[src/rtl/gray_serial_codec_if.sv]
// Bus bundle for the serial Gray/binary codec: serial bit input side,
// parallel word output side and the framing-error pulse.
interface gray_serial_codec_if #(
    parameter int W = 16
);
    logic         s_valid;
    logic         s_bit;
    logic         s_first;
    logic         k;
    logic         s_ready;
    logic         m_valid;
    logic [W-1:0] m_data;
    logic         m_ready;
    logic         err_frame;

    // Codec side: consumes serial bits, produces parallel words.
    modport slave (
        input  s_valid, s_bit, s_first, k, m_ready,
        output s_ready, m_valid, m_data, err_frame
    );

    // Environment side: sends serial bits, consumes parallel words.
    modport master (
        output s_valid, s_bit, s_first, k, m_ready,
        input  s_ready, m_valid, m_data, err_frame
    );
endinterface

[src/rtl/gray_serial_codec.sv]
// Serial-in, parallel-out Gray<->binary converter. Bits arrive MSB first,
// are converted on the fly, assembled into a W-bit word and handed to a
// one-entry output buffer. A completed word that cannot enter the buffer
// is held while the serial input is stalled.
module gray_serial_codec #(
    parameter int W = 16
) (
    input  logic                 clk,
    input  logic                 rst_n,
    gray_serial_codec_if.slave   bus
);

    typedef enum logic [1:0] {
        IDLE  = 2'd0,
        SHIFT = 2'd1,
        STALL = 2'd2
    } state_t;

    // Index of the final bit of a word, as seen by the bit counter.
    localparam logic [5:0] LAST_CNT = 6'(W - 1);

    state_t       state_reg, state_next;
    logic [5:0]   cnt_reg, cnt_next;
    logic         prev_reg, prev_next;
    logic         mode_reg, mode_next;
    logic [W-1:0] asm_reg, asm_next;
    logic [W-1:0] data_reg, data_next;
    logic         valid_reg, valid_next;
    logic         err_reg, err_next;

    logic         accept;
    logic         drain;
    logic         bit_out;
    logic [W-1:0] word_full;
    logic         start_word;

    assign bus.s_ready   = (state_reg != STALL);
    assign bus.m_valid   = valid_reg;
    assign bus.m_data    = data_reg;
    assign bus.err_frame = err_reg;

    assign accept    = bus.s_valid && (state_reg != STALL);
    assign drain     = valid_reg && bus.m_ready;
    // Both conversion directions xor the incoming bit with prev; they only
    // differ in what is remembered as prev for the next bit.
    assign bit_out   = bus.s_bit ^ prev_reg;
    assign word_full = {asm_reg[W-2:0], bit_out};

    // State register.
    always_ff @(posedge clk or negedge rst_n) begin
        if (!rst_n) begin
            state_reg <= IDLE;
        end else begin
            state_reg <= state_next;
        end
    end

    // Datapath registers: counter, conversion history, assembly and output buffer.
    always_ff @(posedge clk or negedge rst_n) begin
        if (!rst_n) begin
            cnt_reg   <= '0;
            prev_reg  <= 1'b0;
            mode_reg  <= 1'b0;
            asm_reg   <= '0;
            data_reg  <= '0;
            valid_reg <= 1'b0;
            err_reg   <= 1'b0;
        end else begin
            cnt_reg   <= cnt_next;
            prev_reg  <= prev_next;
            mode_reg  <= mode_next;
            asm_reg   <= asm_next;
            data_reg  <= data_next;
            valid_reg <= valid_next;
            err_reg   <= err_next;
        end
    end

    // Next-state and datapath update logic.
    always_comb begin
        state_next = state_reg;
        cnt_next   = cnt_reg;
        prev_next  = prev_reg;
        mode_next  = mode_reg;
        asm_next   = asm_reg;
        data_next  = data_reg;
        valid_next = valid_reg;
        err_next   = 1'b0;
        start_word = 1'b0;

        // A drained buffer empties unless a new word loads below.
        if (drain) begin
            valid_next = 1'b0;
        end

        case (state_reg)
            IDLE: begin
                if (accept) begin
                    if (bus.s_first) begin
                        start_word = 1'b1;
                    end else begin
                        // A bit outside any word is dropped and flagged.
                        err_next = 1'b1;
                    end
                end
            end

            SHIFT: begin
                if (accept) begin
                    if (bus.s_first) begin
                        // Unexpected word start: abandon the partial word.
                        err_next   = 1'b1;
                        start_word = 1'b1;
                    end else begin
                        prev_next = mode_reg ? bit_out : bus.s_bit;
                        if (cnt_reg == LAST_CNT) begin
                            cnt_next = '0;
                            if (!valid_reg || bus.m_ready) begin
                                data_next  = word_full;
                                valid_next = 1'b1;
                                asm_next   = '0;
                                state_next = IDLE;
                            end else begin
                                asm_next   = word_full;
                                state_next = STALL;
                            end
                        end else begin
                            cnt_next = cnt_reg + 6'd1;
                            asm_next = word_full;
                        end
                    end
                end
            end

            STALL: begin
                // The held word moves in as the buffer drains.
                if (drain) begin
                    data_next  = asm_reg;
                    valid_next = 1'b1;
                    asm_next   = '0;
                    state_next = IDLE;
                end
            end

            default: begin
                state_next = IDLE;
            end
        endcase

        // First bit of a word: prev is implicitly 0, so the converted bit
        // equals the input bit and becomes prev in either mode.
        if (start_word) begin
            state_next = SHIFT;
            mode_next  = bus.k;
            cnt_next   = 6'd1;
            prev_next  = bus.s_bit;
            asm_next   = {{(W-1){1'b0}}, bus.s_bit};
        end
    end

endmodule

[src/flat_wrapper.sv]
// flat-port wrapper written by rule: the top's interface ports become plain ports
module gray_serial_codec_flat 
#(
    parameter int W = 16
)
  (clk, rst_n, bus_s_valid, bus_s_bit, bus_s_first, bus_k, bus_m_ready, bus_s_ready, bus_m_valid, bus_m_data, bus_err_frame);
  gray_serial_codec_if #(.W(W)) bus_i ();
  input  logic clk;
  input  logic rst_n;
  input wire logic [$bits(bus_i.s_valid)-1:0] bus_s_valid;
  input wire logic [$bits(bus_i.s_bit)-1:0] bus_s_bit;
  input wire logic [$bits(bus_i.s_first)-1:0] bus_s_first;
  input wire logic [$bits(bus_i.k)-1:0] bus_k;
  input wire logic [$bits(bus_i.m_ready)-1:0] bus_m_ready;
  output wire logic [$bits(bus_i.s_ready)-1:0] bus_s_ready;
  output wire logic [$bits(bus_i.m_valid)-1:0] bus_m_valid;
  output wire logic [$bits(bus_i.m_data)-1:0] bus_m_data;
  output wire logic [$bits(bus_i.err_frame)-1:0] bus_err_frame;
  assign bus_i.s_valid = bus_s_valid;
  assign bus_i.s_bit = bus_s_bit;
  assign bus_i.s_first = bus_s_first;
  assign bus_i.k = bus_k;
  assign bus_i.m_ready = bus_m_ready;
  assign bus_s_ready = bus_i.s_ready;
  assign bus_m_valid = bus_i.m_valid;
  assign bus_m_data = bus_i.m_data;
  assign bus_err_frame = bus_i.err_frame;
  gray_serial_codec #(.W(W)) u_core (.clk(clk), .rst_n(rst_n), .bus(bus_i));
endmodule
[config.mk]
export PLATFORM = sky130hd
export DESIGN_NAME = gray_serial_codec_flat
export DESIGN_NICKNAME = d
export VERILOG_FILES = /design/src/rtl/gray_serial_codec_if.sv /design/src/rtl/gray_serial_codec.sv /design/src/flat_wrapper.sv
export SDC_FILE = /design/constraint.sdc
export NUM_CORES = 1
export LEC_CHECK = 0
export ABC_AREA = 1
export BUFFER_PORTS_ARGS = -buffer_cell sky130_fd_sc_hd__buf_2
export CAP_MARGIN = 0
export CORE_MARGIN = 2
export CORE_UTILIZATION = 52
export CTS_BUF_LIST = sky130_fd_sc_hd__clkbuf_2
export CTS_CLUSTER_DIAMETER = 100
export CTS_CLUSTER_SIZE = 8
export DETAILED_ROUTE_END_ITERATION = 10
export PLACE_DENSITY = 0.78
export SLEW_MARGIN = 20
export SYNTH_ARGS = -nofsm -noshare
export SYNTH_HDL_FRONTEND = slang
export SYNTH_SLANG_ARGS = --single-unit
[constraint.sdc]
create_clock -name clk -period 1.8 [get_ports clk]
set_input_delay 0.18 -clock clk [delete_from_list [all_inputs] [get_ports clk]]
set_output_delay 0.18 -clock clk [all_outputs]
set_load 0.02 [all_outputs]
Word-level counts from Yosys, hierarchy flattened:

Index checks and enable logic that the tools add are counted.

* word-level logic and storage cells: 82
* register bits: 44
* input bits: 7
* output and inout port bits: 19

* reductions and logical operators: 14
* equality and inequality tests: 15
* add/subtract/negate cells: 1
* mux-type cells: 43
* bitwise operators: 1

Operators by type and width (number)
* 16-bit 2-to-1 mux: 11
* 16-bit one-hot mux with 2 select lines: 2
* 6-bit 2-to-1 mux: 5
* 1-bit 2-to-1 mux: 16
* 2-bit 2-to-1 mux: 6
* 2-bit by 1-bit inequality test with 1-bit output (second input constant): 6
* 3-bit by 1-bit inequality test with 1-bit output (second input constant): 3
* 6-bit by 1-bit adder with 6-bit output (second input constant): 1
* 6-bit by 4-bit equality test with 1-bit output (second input constant): 1
* 2-bit one-hot mux with 3 select lines: 1
* 6-bit AND reduction: 1
* 2-bit nonzero test: 3
* 5-bit AND reduction: 1
* 2-bit inequality test (second input constant): 2
* 1-bit one-hot mux with 2 select lines: 2
* 4-bit AND reduction: 1
* 3-bit by 2-bit inequality test with 1-bit output (second input constant): 1
* 3-bit AND reduction: 1
* 3-bit nonzero test: 1
* 2-bit by 1-bit equality test with 1-bit output (second input constant): 1
* 2-bit equality test (second input constant): 1
* 1-bit logical AND: 2
* 2-bit zero test: 1
* 2-bit OR reduction: 1
* 3 further kinds: 3

Logic depth before layout (Yosys ltp):

* depth after elaboration: 8
* mapped depth: 12
* depth with buffers taken out: 10

Worst setup path before layout:

OpenSTA, ideal clock, no wires.

* path kind: register -> register
* start: reg u_core.state_reg[0]
* end: reg u_core.data_reg[10] (netlist: u_core.bus.m_data[10])
* period minus slack after synthesis: 1611 ps
* arrival time: 1494 ps
* buffers on the path: 3
* data required time: 1683 ps
* setup slack: 189 ps
* setup time: 117 ps
* stages on the path, launching flop included: 13
* path through: dfrtp_1 -> inv_1 -> ha_1 -> buf_6 -> inv_2 -> buf_6 -> nand2_2 -> nand3_4 -> nor2_8 -> nand2_4 -> buf_6 -> nand2_1 -> nand2_1

* longest elaborated chain between the ends: 4
* elaborated cells on any way between the ends: 12
* those cells by class: eq/ne: 8; mux: 1; reduce/logical: 3

Ends and longest elaborated chain
* start: declaration: line gray_serial_codec.sv:22 `state_t state_reg, state_next;`
* start signal: assignment: line gray_serial_codec.sv:54 `state_reg <= state_next;`
* 2-bit inequality test: line gray_serial_codec.sv:42 `assign accept = bus.s_valid && (state_reg != STALL);`
* 1-bit logical AND: line gray_serial_codec.sv:42
* 2-bit by 1-bit inequality test with 1-bit output (no source line)
* 6-bit AND reduction (no source line)
* end signal: assignment: line gray_serial_codec.sv:73 `data_reg <= data_next;`
* end: declaration: line gray_serial_codec.sv:27 `logic [W-1:0] data_reg, data_next;`

Parallel ways exist; a longest one is shown, timed or not.
A chain may end at the register's enable or synchronous reset.

Final worst setup path:

* start: reg u_core.state_reg[0]
* end: out bus_s_ready

* longest elaborated chain between the ends: 1

Ends and longest elaborated chain
* 2-bit inequality test: line gray_serial_codec.sv:37 `assign bus.s_ready = (state_reg != STALL);`
* end: declaration: line flat_wrapper.sv:15 `output wire logic [$bits(bus_i.s_ready)-1:0] bus_s_ready;`

No other way between the ends.

==> flow_summary_export.csv <==
group,metric,value,unit
worst_hold_path,min_path_type,"in2reg",
yosys,synth_top_cells_by_area,"dfrtp_1 (46%), nand2_1 (21%), nand3_1 (9.2%), inv_1 (4.9%), ha_1 (2.1%)",
place,dp_hpwl,3590,um
yosys,ys_warn_count,0,
clock_tree,htreeDepth,2,
route,ant_nets,0,
place,placement.io_buffers,25,
global_routing,grt_antenna_before_repair,0,
die,die_w,71.7,um
layout,fin_nets,363,
sta,finalHoldViolCount,0,
sta,fmax,583,MHz
sta,fin_ws,83.8,ps
global_routing,grt_max_degree,27,
setup_path,slowest_delay,450,ps
sta,skew,24.7,ps
layout,drive_above_1_share,0.193,
global_routing,grt_pass1_wl,8490,um
setup_path,worstPathCellList,"inv_1 > ha_4 > inv_2 > buf_8 > buf_4",
job,cap_violations,0,
clock_tree,clk_latency,420,ps
route,wirelength,4960,um
clock_tree,cts_tree,"done",
setup_path,critical_path_buf_inv_count,4,
yosys,yosysTopAreaCellShare,0.461,
setup_path,end_kind,"output pin",
route,drt_iter0_markers,123,
route,dr_total_vias,2119,
clock_tree,clkTransAtPathRegs,220,ps
global_routing,grt-ovfl-total,0,
yosys,syn_inst,317,
sta,setup_viol,0,
setup_path,crit_required,1620,ps
route,drcViolationCount,0,
die,start_util,0.544,
layout,syn_to_final_growth,15.0,%
yosys,ys_ff_latch,44,
sta,final-max-slew-violation-count,0,
die,fp.dieH,71.7,um
route,dr.pass1.iters,4,
setup_path,startpoint_type,"flop",
global_routing,grt_pass1_vias,1921,
outcome,status,"finished clean",
setup_path,crit_family,"buffers and inverters",
yosys,synth.distinct_cells,25,
die,io-pin-count,26,
die,die_area,5150,um2
yosys,ys_seq_area_frac,0.461,
yosys,syn-mean-instance-area,7.53,um2
clock_tree,cts_buffers,5,
route,wire_per_inst,12.3,um
global_routing,gr-usage-all-layers,0.207,
setup_path,worstPathArrival,1540,ps
sta,max_slew.worst_pin.slew,446,ps
die,design.core.area,4380,um2
sta,relSlewSlack,0.703,
clock_tree,cts_sinks,44,
pwr,power_leakage,1.64,nW
setup_path,critical-path-slowest-cell,"dfrtp_1",
clock_tree,cts_max_path_buffers,2,
pwr,vdd_drop_max,906,uV
setup_path,crit_type,"reg2out",
sta,grt_setup_unrepaired,"no",
sta,layout_min_cycle_time,1720,ps
yosys,synth_fp_nets,328,
yosys,yosysTopAreaCell,"dfrtp_1",
sta,setup_tns,0,ps
sta,fin_crit_sh,0.953,
yosys,netlist_area,2390,um2
place,dp_worst_setup_slack,111,ps
place,routabilityCongestion,0.950,
layout,num_antenna_cells,0,
pwr,powerDensity,1640,nW/um2
die,core.rowCount,24,
pwr,p_total,4.49,mW
setup_path,cp_max_fo,18,
route,avgViaCountPerCell,5.23,
clock_tree,clock-root-buffer,"clkbuf_2",
kinds of logic after synthesis:
logic type	after synthesis	synth area share
simple gates	208	0.394
buf+inv	45	0.0886
flops	44	0.461
compound gates	16	0.0351
fa+ha+maj	4	0.0210
where the power goes:
part	internal, mW	switching [mW]
clock	0.232	0.324
sequential	1.25	0.186
combinational	0.856	1.64
total	2.34	2.15
tightest hold or removal path, delay by kind of cell:
kind          cells  cell delay [ps]
simple gates      2              140
buf+inv           1              100
layer usage:
layer  vias to the layer above  track usage  wire [um]
met4                         0       0.0566         64
met1                       974        0.283       2330
met3                         7       0.0422        214
met5                         -            0          0
li1                       1066            -          -
met2                        72        0.335       2350
cells in the mapped netlist (all sizes together):
| library cell | count |
|---|---|
| buf | 12 |
| ha | 4 |
| nor2 | 10 |
| o21ai | 8 |
| nand3 | 46 |
| and3 | 1 |
| nand4 | 4 |
| nor3 | 2 |
| dfrtp | 44 |
| nand3b | 2 |
| a21oi | 8 |
| nand2 | 143 |
| clkbuf | 1 |
| inv | 32 |
path summary, 6_finish.rpt:
path	start	end	slack [ps]	cells past startpoint
worst max-delay path	u_core.state_reg[0]	bus_s_ready	80	5
worst min-delay path	bus_k	u_core.mode_reg	10	3
worst max register to register	u_core.state_reg[0]	u_core.asm_reg[15]	120	9
worst min register to register	u_core.bus.m_data[1]	u_core.bus.m_data[1]	490	2
max in group asynchronous	rst_n	u_core.bus.m_data[1]	1100	3
min in group asynchronous	rst_n	u_core.state_reg[1]	200	2
per-stage QoR:
stage	area, um2	hold WS (ps)	cells	util
floorplan	2390	-116	317	-
global placement	2590	149	393	0.590
detailed placement	2590	147	393	0.590
CTS	2680	1.10	402	0.610
global route	2740	25.0	405	0.626
finish	2740	12.5	405	0.626
cell type report:
class	instances	area, um2
sequential	44	1100
fill	394	1640
clock inverter	3	42.5
timing repair buffer	40	267
multi-input combinational	229	1120
clock buffer	5	25.0
inverter	32	120
tap	52	65.1
placed cells by master (no fill, tap or decap):
| cell | count |
|---|---|
| ha_2 | 1 |
| nand2_8 | 1 |
| nand3b_1 | 2 |
| nor2_8 | 1 |
| clkbuf_2 | 5 |
| buf_6 | 1 |
| buf_2 | 24 |
| and3_1 | 1 |
| nor2_2 | 2 |
| nor2_4 | 2 |
| nand2_2 | 7 |
| ha_4 | 1 |
| bufinv_16 | 1 |
| inv_1 | 31 |
| dfrtp_1 | 44 |
| buf_12 | 1 |
| nor2_1 | 6 |
| buf_4 | 12 |
| ha_1 | 2 |
| nor3_1 | 2 |
| nand3_4 | 2 |
| clkinv_2 | 1 |
| dlygate4sd3_1 | 1 |
| a21oi_2 | 1 |
| nand4_1 | 4 |
| clkinvlp_4 | 1 |
| nand3_1 | 44 |
| o21ai_0 | 8 |
| nand2_4 | 2 |
| a21oi_1 | 7 |
| nand2_1 | 133 |
| inv_2 | 1 |
| buf_8 | 1 |
repair_timing:
item,4_1_cts,5_1_grt
pin swaps,0,3
hold buffers,1,0
resized for setup,3,9
setup buffers,0,2
endpoints found under the hold margin,18,0
gates cloned,0,1
endpoints found under the setup margin,1,23
Power figures use the tool's default switching activity.
